File: src/rtl/beam_pkg.sv
// Shared FSM state type and width helpers for the beam direction estimator.
package beam_pkg;

    typedef enum logic [2:0] {
        ST_IDLE    = 3'd0,
        ST_CAPTURE = 3'd1,
        ST_CORR    = 3'd2,
        ST_DECIDE  = 3'd3,
        ST_DONE    = 3'd4
    } beam_state_e;

    function automatic int clog2_f(input int value);
        int r;
        r = 0;
        for (int i = 0; i < 31; i++) begin
            if ((1 << i) < value) r = i + 1;
        end
        return r;
    endfunction

    // Product is 2*data_w; summing frame_len of them needs clog2(frame_len) guard bits.
    function automatic int acc_w_f(input int data_w, input int frame_len);
        return 2 * data_w + clog2_f(frame_len);
    endfunction

    function automatic int lag_w_f(input int max_lag);
        return clog2_f(2 * max_lag + 1) + 1;
    endfunction

endpackage

File: src/rtl/beam_xcorr_mac.sv
// Signed multiply-accumulate for one cross-correlation lag; zero_term drops
// products whose partner sample lies outside the frame.
module beam_xcorr_mac
    import beam_pkg::*;
#(
    parameter int DATA_WIDTH = 16,
    parameter int ACC_W      = acc_w_f(16, 16)
) (
    input  logic                  clk,
    input  logic                  reset,
    input  logic                  clear,
    input  logic                  enable,
    input  logic                  zero_term,
    input  logic [DATA_WIDTH-1:0] a,
    input  logic [DATA_WIDTH-1:0] b,
    output logic [ACC_W-1:0]      acc
);

    logic signed [2*DATA_WIDTH-1:0] prod;
    logic signed [ACC_W-1:0]        acc_q;
    logic signed [ACC_W-1:0]        acc_d;

    always_comb begin
        prod  = $signed(a) * $signed(b);
        acc_d = acc_q;
        if (clear) begin
            acc_d = '0;
        end else if (enable && !zero_term) begin
            acc_d = acc_q + {{(ACC_W-2*DATA_WIDTH){prod[2*DATA_WIDTH-1]}}, prod};
        end
    end

    always_ff @(posedge clk or negedge reset) begin
        if (!reset) begin
            acc_q <= '0;
        end else begin
            acc_q <= acc_d;
        end
    end

    assign acc = acc_q;

endmodule

File: src/rtl/beam_direction_estimator.sv
// Two-microphone direction-of-arrival estimator: captures a frame, cross-correlates
// over lags -MAX_LAG..+MAX_LAG and reports the peak. Optional BEAM_ENERGY_GATE_EN.
module beam_direction_estimator
    import beam_pkg::*;
#(
    parameter int DATA_WIDTH    = 16,
    parameter int FRAME_LEN     = 16,
    parameter int MAX_LAG       = 3,
    parameter int LED_W         = 8,
    parameter int CONTINUOUS    = 0,
    parameter int ENERGY_THRESH = 1024,
    localparam int LAG_W        = lag_w_f(MAX_LAG)
) (
    input  logic                  clk,
    input  logic                  reset,
    input  logic                  trigger,
    input  logic                  sample_valid,
    input  logic [DATA_WIDTH-1:0] left_data_in,
    input  logic [DATA_WIDTH-1:0] right_data_in,
    output logic [LED_W-1:0]      led_pattern,
    output logic [LAG_W-1:0]      best_lag,
    output logic                  beam_forming_valid,
    output logic                  busy,
    output logic                  sample_dropped,
    output logic                  silence
);

    localparam int ACC_W  = acc_w_f(DATA_WIDTH, FRAME_LEN);
    localparam int ADDR_W = clog2_f(FRAME_LEN);
    localparam int CNT_W  = ADDR_W + 1;
    localparam int N_LAGS = 2 * MAX_LAG + 1;
    localparam int IDX_W  = (clog2_f(N_LAGS) > 0) ? clog2_f(N_LAGS) : 1;

    beam_state_e             state_q, state_d;
    logic [ADDR_W-1:0]       wr_q, wr_d;
    logic [CNT_W-1:0]        cnt_q, cnt_d;
    logic [IDX_W-1:0]        lag_idx_q, lag_idx_d;
    logic signed [ACC_W-1:0] best_acc_q, best_acc_d;
    logic [IDX_W-1:0]        best_idx_q, best_idx_d;
    logic [LED_W-1:0]        led_q, led_d;
    logic [LAG_W-1:0]        best_lag_q, best_lag_d;
    logic                    valid_q, valid_d;
    logic                    dropped_q, dropped_d;

    logic [DATA_WIDTH-1:0]   l_buf_q [FRAME_LEN];
    logic [DATA_WIDTH-1:0]   r_buf_q [FRAME_LEN];

    logic                    capture_we;
    logic                    start_capture;
    logic                    mac_clear;
    logic                    mac_en;
    logic                    term_zero;
    logic [DATA_WIDTH-1:0]   mac_a;
    logic [DATA_WIDTH-1:0]   mac_b;
    logic signed [ACC_W-1:0] mac_acc;
    int                      j_idx;
    logic                    take_best;
    logic [IDX_W-1:0]        final_idx;
    logic [LED_W-1:0]        led_onehot;
    logic                    gate_silent;

    // Right-channel partner index n+k; out-of-frame partners contribute nothing.
    always_comb begin
        j_idx     = int'(cnt_q) + int'(lag_idx_q) - MAX_LAG;
        term_zero = (j_idx < 0) || (j_idx >= FRAME_LEN);
        mac_a     = l_buf_q[cnt_q[ADDR_W-1:0]];
        mac_b     = r_buf_q[j_idx[ADDR_W-1:0]];
    end

    beam_xcorr_mac #(
        .DATA_WIDTH (DATA_WIDTH),
        .ACC_W      (ACC_W)
    ) u_mac (
        .clk       (clk),
        .reset     (reset),
        .clear     (mac_clear),
        .enable    (mac_en),
        .zero_term (term_zero),
        .a         (mac_a),
        .b         (mac_b),
        .acc       (mac_acc)
    );

    // The first lag always seeds the best; afterwards only a strictly larger sum wins.
    assign take_best = (lag_idx_q == '0) || (mac_acc > best_acc_q);
    assign final_idx = take_best ? lag_idx_q : best_idx_q;

    for (genvar gi = 0; gi < LED_W; gi++) begin : g_onehot
        assign led_onehot[gi] = (int'(final_idx) == gi);
    end

    always_comb begin
        state_d       = state_q;
        wr_d          = wr_q;
        cnt_d         = cnt_q;
        lag_idx_d     = lag_idx_q;
        best_acc_d    = best_acc_q;
        best_idx_d    = best_idx_q;
        led_d         = led_q;
        best_lag_d    = best_lag_q;
        valid_d       = 1'b0;
        dropped_d     = sample_valid && (state_q != ST_CAPTURE);
        capture_we    = 1'b0;
        start_capture = 1'b0;
        mac_clear     = 1'b0;
        mac_en        = 1'b0;

        case (state_q)
            ST_IDLE: begin
                if (trigger) begin
                    state_d       = ST_CAPTURE;
                    start_capture = 1'b1;
                end
            end
            ST_CAPTURE: begin
                if (sample_valid) begin
                    capture_we = 1'b1;
                    wr_d       = wr_q + 1'b1;
                    if (wr_q == ADDR_W'(FRAME_LEN - 1)) begin
                        state_d   = ST_CORR;
                        cnt_d     = '0;
                        lag_idx_d = '0;
                        mac_clear = 1'b1;
                    end
                end
            end
            ST_CORR: begin
                if (cnt_q == CNT_W'(FRAME_LEN)) begin
                    mac_clear = 1'b1;
                    cnt_d     = '0;
                    lag_idx_d = lag_idx_q + 1'b1;
                    if (take_best) begin
                        best_acc_d = mac_acc;
                        best_idx_d = lag_idx_q;
                    end
                end else begin
                    mac_en = 1'b1;
                    // The last lag's compare happens in DECIDE, keeping latency fixed.
                    if ((cnt_q == CNT_W'(FRAME_LEN - 1)) && (lag_idx_q == IDX_W'(N_LAGS - 1))) begin
                        state_d = ST_DECIDE;
                    end else begin
                        cnt_d = cnt_q + 1'b1;
                    end
                end
            end
            ST_DECIDE: begin
                state_d = ST_DONE;
                valid_d = 1'b1;
                if (gate_silent) begin
                    led_d      = '0;
                    best_lag_d = '0;
                end else begin
                    led_d      = led_onehot;
                    best_lag_d = LAG_W'(int'(final_idx) - MAX_LAG);
                end
            end
            ST_DONE: begin
                if ((CONTINUOUS != 0) && trigger) begin
                    state_d       = ST_CAPTURE;
                    start_capture = 1'b1;
                end else begin
                    state_d = ST_IDLE;
                end
            end
            default: state_d = ST_IDLE;
        endcase

        if (start_capture) wr_d = '0;
    end

    always_ff @(posedge clk or negedge reset) begin
        if (!reset) begin
            state_q    <= ST_IDLE;
            wr_q       <= '0;
            cnt_q      <= '0;
            lag_idx_q  <= '0;
            best_acc_q <= '0;
            best_idx_q <= '0;
            led_q      <= '0;
            best_lag_q <= '0;
            valid_q    <= 1'b0;
            dropped_q  <= 1'b0;
        end else begin
            state_q    <= state_d;
            wr_q       <= wr_d;
            cnt_q      <= cnt_d;
            lag_idx_q  <= lag_idx_d;
            best_acc_q <= best_acc_d;
            best_idx_q <= best_idx_d;
            led_q      <= led_d;
            best_lag_q <= best_lag_d;
            valid_q    <= valid_d;
            dropped_q  <= dropped_d;
        end
    end

    always_ff @(posedge clk or negedge reset) begin
        if (!reset) begin
            for (int i = 0; i < FRAME_LEN; i++) begin
                l_buf_q[i] <= '0;
                r_buf_q[i] <= '0;
            end
        end else if (capture_we) begin
            l_buf_q[wr_q] <= left_data_in;
            r_buf_q[wr_q] <= right_data_in;
        end
    end

`ifdef BEAM_ENERGY_GATE_EN
    logic [ACC_W-1:0]               energy_q, energy_d;
    logic signed [2*DATA_WIDTH-1:0] left_sq;
    logic                           silence_q, silence_d;

    always_comb begin
        left_sq  = $signed(left_data_in) * $signed(left_data_in);
        energy_d = energy_q;
        if (start_capture) begin
            energy_d = '0;
        end else if (capture_we) begin
            energy_d = energy_q + {{(ACC_W-2*DATA_WIDTH){1'b0}}, left_sq};
        end
        silence_d = silence_q;
        if (state_q == ST_DECIDE) silence_d = gate_silent;
    end

    always_ff @(posedge clk or negedge reset) begin
        if (!reset) begin
            energy_q  <= '0;
            silence_q <= 1'b0;
        end else begin
            energy_q  <= energy_d;
            silence_q <= silence_d;
        end
    end

    assign gate_silent = (energy_q < ACC_W'(ENERGY_THRESH));
    assign silence     = silence_q;
`else
    logic unused_thresh;
    assign unused_thresh = (ENERGY_THRESH != 0);
    assign gate_silent   = 1'b0;
    assign silence       = 1'b0;
`endif

    assign led_pattern        = led_q;
    assign best_lag           = best_lag_q;
    assign beam_forming_valid = valid_q;
    assign sample_dropped     = dropped_q;
    assign busy               = (state_q == ST_CAPTURE) || (state_q == ST_CORR) || (state_q == ST_DECIDE);

endmodule
File: config.mk
export PLATFORM = sky130hd
export DESIGN_NAME = beam_direction_estimator
export DESIGN_NICKNAME = d
export VERILOG_FILES = /design/src/rtl/beam_pkg.sv /design/src/rtl/beam_xcorr_mac.sv /design/src/rtl/beam_direction_estimator.sv
export SDC_FILE = /design/constraint.sdc
export NUM_CORES = 2
export LEC_CHECK = 0
export CAP_MARGIN = 20
export CORE_UTILIZATION = 45
export CTS_BUF_LIST = sky130_fd_sc_hd__clkbuf_8
export DETAILED_ROUTE_END_ITERATION = 8
export MAX_ROUTING_LAYER = met4
export PLACE_DENSITY_LB_ADDON = 0.05
export RECOVER_POWER = 50
export SYNTH_ARGS = -nofsm -noshare
export SYNTH_HDL_FRONTEND = slang
export SYNTH_HIERARCHICAL = 1
export SYNTH_SLANG_ARGS = --single-unit
File: constraint.sdc
create_clock -name clk -period 10.6 [get_ports clk]
set_input_delay 2.12 -clock clk [delete_from_list [all_inputs] [get_ports clk]]
set_output_delay 2.12 -clock clk [all_outputs]
set_load 0.01 [all_outputs]
==> results by group <==
Outcome
  • Outcome: complete, but fails checks
  • Failing checks: capacitance limit, slew limit

Worst hold path
  • Hold Crit Class: register to register

STA
  • Min Tclk post-route: 10.56 ns
  • Worst slew pin tran: 4.75 ns
  • Fin worst setup slack: 0.0409 ns
  • Unrepaired setup endpoints after global routing: yes
  • Final worst path period share: 99.6%
  • Hold Fails Final Rpt: 0
  • Max-slew violation count: 491
  • Final count of negative-setup-slack endpoints: 0
  • Max_slew headroom: -216%
  • Final worst clock skew: 0.0304 ns
  • Hold Slack: 0.481 ns
  • FMAX: 94.7 MHz

Drt
  • Wire per inst: 22.2 um
  • Iteration-0 DRC Markers: 1256
  • Antenna Violating Nets Remaining: 0
  • Final wirelength: 101000 um
  • DRC: 0
  • Initial DRT Pass Iterations: 5
  • Via count: 24.8k
  • Vias/cell: 5.43

Worst setup path
  • Crit path from: cnt_q[1]
  • Slowest cell on crit path: mux4_2
  • Required @ worst endpoint: 11.22 ns
  • Crit path capture type: register
  • CP max stage delay: 0.56 ns
  • Crit-path most repeated cell: fa_1
  • Crit path to: u_mac/acc[35]
  • Worst r2r src: cnt_q[1]
  • Crit Path Category: register to register
  • Critical Path Source Type: register
  • Path depth of the worst reg2reg path: 40
  • Critical path peak fanout: 6
  • Crit path DAT: 11.18 ns
  • Flop-to-flop setup slack: 0.04 ns
  • Reg2reg end: u_mac/acc[35]

Die
  • Chip height: 299 um
  • Starting Density: 45.6%
  • I/O pin cnt: 52
  • Die Span X: 299 um
  • Row cnt: 108
  • Die area: 89500 um^2
  • Core area: 87200 um^2

Yosys
  • Ys Warns: 6
  • Distinct cell type count after synthesis: 80
  • Cell count after synthesis: 3162
  • Synth top area share: 38.8%
  • Seq cells post-synth: 616
  • Post-synth EDFFs: 0
  • Synth area leaders: dfrtp_1 39%, mux2_2 15%, fa_1 13%
  • Syn_area_per_cell: 12.6 um^2
  • Register area share after synthesis: 38.8%
  • Largest area contributor in the netlist: dfrtp_1
  • Mapped Area: 39800 um^2
  • Ys flop type: dfrtp_1
  • Ys async rst share: 100%
  • Post-Synthesis Net Count: 3637

Cells and area
  • Nets@finish: 3800
  • Commonest non-fill, non-tap cell in the layout: dfrtp_1
  • Most frequent cells in the layout: 614 x dfrtp_1, 541 x mux2_2, 394 x inv_1
  • Final Cell Area: 45000 um^2
  • Area grow syn2layout: 13.1%
  • Share of cells above drive strength 1: 31.9%

CTS
  • Root buffer cell: clkbuf_8
  • Clock sinks: 616
  • Max Buffers Root-to-Sink: 3
  • TritonCTS clock tree: done
  • Worst skew pair latency: 0.76 ns
  • CTS hold repair buffers: 0
  • CTS H-tree depth: 3
  • Clock Pin Slew Worst Setup and Hold Paths: 0.06 ns
  • TritonCTS buffer count: 108

Run
  • Max-Cap Viols: 6

GRT
  • Number of global-route vias before repair: 26.9k
  • GRT Util Overall: 24.0%
  • Total grt overflow: 0
  • Largest net degree at the start of global routing: 184
  • First-pass GRT wire length: 160000 um
  • Initial antenna violation count: 3

Place
  • Placer Congestion: 0.873
  • Worst slack at placement: -0.129 ns
  • Placed Area: 42400 um^2
  • I/O Buffers: 50
  • Hpwl dp: 66200 um
-- repair_timing --
action                     4_1_cts  5_1_grt
pin swaps                       20        8
gates resized for setup         26        3
setup buffers                   18        3
cloned                           4        1
setup endpoints to repair        1        1
-- worst max-delay path: cells and delay by family, from the launching register on --
family                     cells  cell delay, ns
xor gates and xnor gates       2            0.30
DFF                            1            0.40
and+or+nand+nor                8            1.86
adders and majority gates     11            4.43
buffers and inverters          7            0.72
AOI/OAI and AO/OA              9            1.66
muxes                          3            1.04
-- cells by family after synthesis --
family,share of synthesized area (%)
fa+ha+maj,18.8
xor+xnor,1.52
compound gates,4.02
other cells,0.00943
flops,38.8
mux,25.0
simple gates,6.72
buf+inv,5.19
-- flip-flops by register name, indices dropped and copies added, names as in the netlist --
register / cells
u_mac/acc: 36
beam_forming_valid: 1
best_acc_q: 36
led_pattern: 8
lag_idx_q: 3
l_buf_q: 256
best_lag: 4
cnt_q: 5
wr_q: 4
best_idx_q: 3
r_buf_q: 256
sample_dropped: 1
state_q: 3
-- how the worst min path moves through the flow --
stage | endpoint | cells past startpoint | from
5_1_grt | r_buf_q[129] | 1 | r_buf_q[129]
4_1_cts | led_pattern[4] | 2 | led_pattern[4]
2_1_floorplan | l_buf_q[144] | 1 | l_buf_q[144]
3_5_place_dp | best_lag[3] | 2 | best_lag[3]
3_3_place_gp | led_pattern[2] | 2 | led_pattern[2]
6_report | led_pattern[4] | 2 | led_pattern[4]
-- area by class of cell --
cell class | instances | area (um^2)
multi-input combinational | 2016 | 22500
clock buffer | 137 | 1890
inverter | 365 | 1370
clock inverter | 50 | 334
fill | 7564 | 42200
timing repair buffer | 218 | 1970
antenna | 3 | 7.51
tap | 1155 | 1450
sequential | 616 | 15400
-- metrics by stage --
step                instances  util, %  setup TNS, ns
global route             4560     51.6         -11.06
CTS                      4552     51.6              0
detailed placement       4343     48.7         -0.129
global placement         4343     48.7       -0.00729
floorplan                3162        -              0
finish                   4560     51.6              0
-- routing by layer --
metal  share of wire (%)  GRT usage, %  routed length [um]  up-vias
met1                  46          32.8               46900    13000
li1                    -             -                   -    11200
met3                 3.7          3.12                3760      146
met5                   0             -                   0        -
met2                  48          38.2               48500      430
met4                 1.9          5.50                1970        0
-- Yosys cell counts, drive strengths merged, types with 3 or more instances --
library cell / instances
o211ai: 6
nand2b: 16
fa: 264
nand3: 22
o31ai: 7
a31oi: 8
o21bai: 4
dfrtp: 616
a211oi: 12
mux4: 160
mux2: 552
nor4b: 5
nand4: 13
or3: 11
and2: 128
a21oi: 75
and3: 8
xor2: 24
buf: 72
o21ai: 68
ha: 175
nand3b: 3
a2111oi: 3
nor3: 14
a21o: 26
xnor2: 45
mux2i: 7
nand2: 223
inv: 365
clkbuf: 97
a22o: 5
o21a: 14
nor2: 62
nor2b: 12
nor3b: 4
Power is left out: the tool's default activity adds up to more than one toggle a clock period on the data nets, which glitch-free logic cannot reach.
